## config.mk

```make
export PLATFORM = sky130hd
export DESIGN_NAME = qpsk_dibit_splitter
export DESIGN_NICKNAME = d
export VERILOG_FILES = /design/src/rtl/qpsk_dibit_splitter.sv
export SDC_FILE = /design/constraint.sdc
export NUM_CORES = 1
export LEC_CHECK = 0
export BUFFER_PORTS_ARGS = -buffer_cell sky130_fd_sc_hd__buf_2
export CORE_AREA = 2 2 39 41
export DETAILED_ROUTE_END_ITERATION = 8
export DIE_AREA = 0 0 41 43
export PLACE_DENSITY = 0.56
export SLEW_MARGIN = 20
export SYNTH_ARGS = -nofsm -noshare
export SYNTH_HDL_FRONTEND = slang
export SYNTH_SLANG_ARGS = --single-unit
```

## constraint.sdc

```tcl
create_clock -name clk -period 1.2 [get_ports clk]
set_input_delay 0.12 -clock clk [delete_from_list [all_inputs] [get_ports clk]]
set_output_delay 0.12 -clock clk [all_outputs]
set_load 0.02 [all_outputs]
```

## src/rtl/qpsk_dibit_splitter.sv

```systemverilog
// QPSK serial-to-parallel front end: packs serial bits into I/Q dibits
// and times each symbol period for the downstream selector and mapper.
module qpsk_dibit_splitter #(
  parameter int SYM_CLKS = 8,
  parameter int CNT_W    = 4
) (
  input  logic clk,
  input  logic rst,
  input  logic en,
  input  logic bit_in,
  input  logic bit_valid,
  output logic data_0,
  output logic data_1,
  output logic sel,
  output logic sym_en,
  output logic sym_strobe,
  output logic underrun,
  output logic overrun
);

  typedef enum logic {S_I = 1'b0, S_Q = 1'b1} state_t;

  localparam logic [CNT_W-1:0] LAST = CNT_W'(SYM_CLKS - 1);
  localparam logic [CNT_W-1:0] HALF = CNT_W'(SYM_CLKS / 2);

  state_t           state_q, state_d;
  logic             i_hold_q, i_hold_d;
  logic             data0_q, data0_d;
  logic             data1_q, data1_d;
  logic             sel_q, sel_d;
  logic             sym_en_q, sym_en_d;
  logic             strobe_q, strobe_d;
  logic             undr_q, undr_d;
  logic             ovr_q, ovr_d;
  logic [CNT_W-1:0] cnt_q, cnt_d;
  logic [CNT_W-1:0] cnt_inc;
  logic             load;

  assign load    = en && bit_valid && (state_q == S_Q);
  assign cnt_inc = cnt_q + CNT_W'(1);

  always_ff @(posedge clk) begin
    if (rst) state_q <= S_I;
    else     state_q <= state_d;
  end

  always_comb begin
    state_d = state_q;
    if (!en) begin
      state_d = S_I;
    end else if (bit_valid) begin
      state_d = (state_q == S_I) ? S_Q : S_I;
    end
  end

  always_comb begin
    i_hold_d = i_hold_q;
    data0_d  = data0_q;
    data1_d  = data1_q;
    sel_d    = sel_q;
    sym_en_d = sym_en_q;
    cnt_d    = cnt_q;
    ovr_d    = ovr_q;
    strobe_d = 1'b0;
    undr_d   = 1'b0;
    if (!en) begin
      i_hold_d = 1'b0;
      data0_d  = 1'b0;
      data1_d  = 1'b0;
      sel_d    = 1'b0;
      sym_en_d = 1'b0;
      cnt_d    = '0;
    end else begin
      if (bit_valid && state_q == S_I) i_hold_d = bit_in;
      if (load) begin
        data0_d  = i_hold_q;
        data1_d  = bit_in;
        strobe_d = 1'b1;
        sym_en_d = 1'b1;
        cnt_d    = '0;
        sel_d    = 1'b0;
        // a dibit landing before the last clock cuts the symbol short
        if (sym_en_q && cnt_q != LAST) ovr_d = 1'b1;
      end else if (sym_en_q) begin
        if (cnt_q == LAST) begin
          sym_en_d = 1'b0;
          sel_d    = 1'b0;
          cnt_d    = '0;
          undr_d   = 1'b1;
        end else begin
          cnt_d = cnt_inc;
          sel_d = (cnt_inc >= HALF);
        end
      end else begin
        cnt_d = '0;
        sel_d = 1'b0;
      end
    end
  end

  always_ff @(posedge clk) begin
    if (rst) begin
      i_hold_q <= 1'b0;
      data0_q  <= 1'b0;
      data1_q  <= 1'b0;
      sel_q    <= 1'b0;
      sym_en_q <= 1'b0;
      strobe_q <= 1'b0;
      undr_q   <= 1'b0;
      ovr_q    <= 1'b0;
      cnt_q    <= '0;
    end else begin
      i_hold_q <= i_hold_d;
      data0_q  <= data0_d;
      data1_q  <= data1_d;
      sel_q    <= sel_d;
      sym_en_q <= sym_en_d;
      strobe_q <= strobe_d;
      undr_q   <= undr_d;
      ovr_q    <= ovr_d;
      cnt_q    <= cnt_d;
    end
  end

  always_comb begin
    data_0     = data0_q;
    data_1     = data1_q;
    sel        = sel_q;
    sym_en     = sym_en_q;
    sym_strobe = strobe_q;
    underrun   = undr_q;
    overrun    = ovr_q;
  end

endmodule

```

==> flow_summary.yaml <==
logic_synthesis:
  instance_count_of_the_mapped_netlist: 49
  synth-seq-cells: 13
  synth.yosys.seq_area_share: 0.5266
  post_synth.cell_area_avg_um2: 10.09
  synth_area_leader_cell: "sky130_fd_sc_hd__dfxtp_1"
  netlist_area_um2: 494.2
  ys_warn_count: 0
  synth.top_cells.by_area: "sky130_fd_sc_hd__dfxtp_1 (53%), sky130_fd_sc_hd__a21oi_1 (6.1%), sky130_fd_sc_hd__nand4b_4 (4.8%)"
  synth.net_count: 55
  post-synth-top-area-fraction: 0.5266
  number_of_different_library_cells_in_the_post_synthesis_netlist: 17
layout:
  area_delta_synth_final_pct: 20.51
  mostFrequentLayoutCells: "sky130_fd_sc_hd__dfxtp_1 (13), sky130_fd_sc_hd__buf_2 (11), sky130_fd_sc_hd__a21oi_1 (6), sky130_fd_sc_hd__nor2_1 (6), sky130_fd_sc_hd__nand2_1 (5)"
  final_util: 0.4304
  final.fill_count: 146
  drive_gt1_frac: 0.2969
  antenna_cells_inserted: 0
  design.final.nets: 71
  layout_cell_area_excl_fill_um2: 595.6
  mostFrequentLayoutCell: "sky130_fd_sc_hd__dfxtp_1"
  final-instance-count-excl-fill: 80
timing:
  fin_ws_ps: 88.61
  layout_worst_path_cycle_share: 0.9262
  timing.setup.tns_ps: 0
  fin_skew_ps: 1.538
  setup_viol: 0
  grt_setup_unrepaired: "false"
  finalHoldViolations: 0
  achievable-frequency_mhz: 899.8
  max-slew-margin-rel: 0.8315
  finalMaxSlewViolations: 0
  tightestPinTransition_ps: 251.8
  whs_ps: 39.44
  shortest_clock_period_the_worst_path_allows_after_layout_ps: 1111
route:
  drt_first_pass_iters: 4
  vias: 368
  routed_via_density: 4.600
  drt_wl_total_um: 789
  drcViolationCount: 0
  detail-route-antenna-nets: 0
  drt_iter0_drc: 4
  avgRoutedWirePerCell_um: 9.863
global_routing:
  largest_net_degree_at_the_start_of_global_routing: 8
  grt_first_pass_wirelength_um: 1373
  grt_overflow_total: 0
  grt_antenna_before_repair: 0
  grt.total_usage: 0.1221
  grt_pass1_vias: 333
hold_path:
  whs_path_depth: 2
  min_path_type: "in2reg"
place:
  pre_cts_slack_ps: 99.71
  detailed_place_hpwl_um: 615.7
  placed_cells_incl_taps: 76
  placement.cell_area_um2: 569.3
  placement.io_buffers: 11
  routabilityCongestion: 0.6399
setup_path:
  r2r.worst_path.cells: 4
  endpoint_kind: "register"
  setup.reg_to_reg.worst_slack_ps: 90
  cp-start-kind: "register"
  cp_max_fo: 4
  crit_required_ps: 1350
  worst_ep_arrival_time_ps: 1260
  criticalPathCategory: "reg2reg"
pwr:
  sw_frac: 0.2061
  ir_drop_mv: 0.7393
  total_power_mw: 0.7261
  share_clk_of_total_power: 0.354
  cellLeakagePower_nw: 0.2573
  sequentialPowerShare: 0.604
  pwr_density_cell_nw_per_um2: 1219
  combinationalPowerShare: 0.042
  net-switching-power_mw: 0.1497
  cell_internal_pwr_mw: 0.5764
clocking:
  clock_tree_from_tritoncts: "done"
  worst_skew_pair.late_latency_ps: 260
  cts_buffers: 3
  post_cts_hold_buffer_count: 0
  ctsLongestPathBuffers: 2
  clkSlewWorstSetupHoldPaths_ps: 70
  tritoncts_num_sinks: 13
  postCtsSetupBuffers: 0
  cts_resized: 0
  cts_max_level: 1
  root_buffer: "sky130_fd_sc_hd__clkbuf_4"
floorplan:
  num_io_pins: 12
  die_height_um: 43
  die_area_um2: 1763
  initial_utilization: 0.3571
  core_region_area_um2: 1384
  core.rowCount: 14
  fp.dieW_um: 41
run:
  maxCapViolCount: 0
status:
  outcome: "finished clean"
-- worst paths after layout --
path,start,end
worst max-delay path,cnt_q[0],cnt_q[0]
worst min register to register,data_0,data_0
worst min-delay path,rst,overrun
worst max register to register,cnt_q[0],cnt_q[0]
-- metal layers --
layer  up-vias  wire, um  GRT usage
met4         0        19     0.1000
met3         2        41    0.04712
li1        201         -          -
met2        10       319     0.1375
met5         -         0          0
met1       155       408     0.1732
-- worst max-delay path, stage by stage, from the launching register on --
cell	delay, ps
sky130_fd_sc_hd__dfxtp_1	370
sky130_fd_sc_hd__ha_1	240
sky130_fd_sc_hd__nand2_1	80
sky130_fd_sc_hd__nor2_1	220
sky130_fd_sc_hd__nor3_1	80
-- registers in the layout, indices dropped and copies added, names as in the netlist --
signal	count
sym_strobe	1
data_0	1
state_q	1
i_hold_q	1
overrun	1
underrun	1
cnt_q	4
sym_en	1
sel	1
data_1	1
-- power by group through the flow --
stage	registers [mW]	clock network [mW]	logic (mW)
after CTS	0.439	0.272	0.0309
after detailed placement	0.449	0	0.0308
final	0.439	0.257	0.0306
after global placement	0.449	0	0.0306
after floorplan	0.450	0	0.0143
after global routing	0.440	0.296	0.0333
-- layout make-up --
| type | instances | area [um2] | share of cell area |
|---|---|---|---|
| sequential | 13 | 260.3 | 0.4370 |
| multi-input combinational | 36 | 234.0 | 0.3929 |
| tap | 16 | 20.02 | 0.03361 |
| clock buffer | 4 | 26.28 | 0.04412 |
| timing repair buffer | 11 | 55.05 | 0.09244 |
-- synth_stat cells, drive strengths merged --
library cell,instances
and4,1
xnor2,1
dfxtp,13
nand4b,1
nor3b,1
nand2,6
xor2,1
nand3b,1
nand2b,3
nand3,3
nor2,6
ha,1
mux2i,1
a21oi,6
nor3,4
-- logic make-up (layout without fill, tap and decap cells) --
| kind of cell | Yosys count | count (layout) | share of synthesized area |
|---|---|---|---|
| flops | 13 | 13 | 0.5266 |
| buf+inv | 0 | 15 | 0 |
| mux | 1 | 1 | 0.02025 |
| compound gates | 6 | 6 | 0.06076 |
| fa+ha+maj | 1 | 1 | 0.02531 |
| simple gates | 26 | 26 | 0.3317 |
| xor+xnor | 2 | 2 | 0.03545 |
No activity file was read; power rests on OpenSTA's default activity.
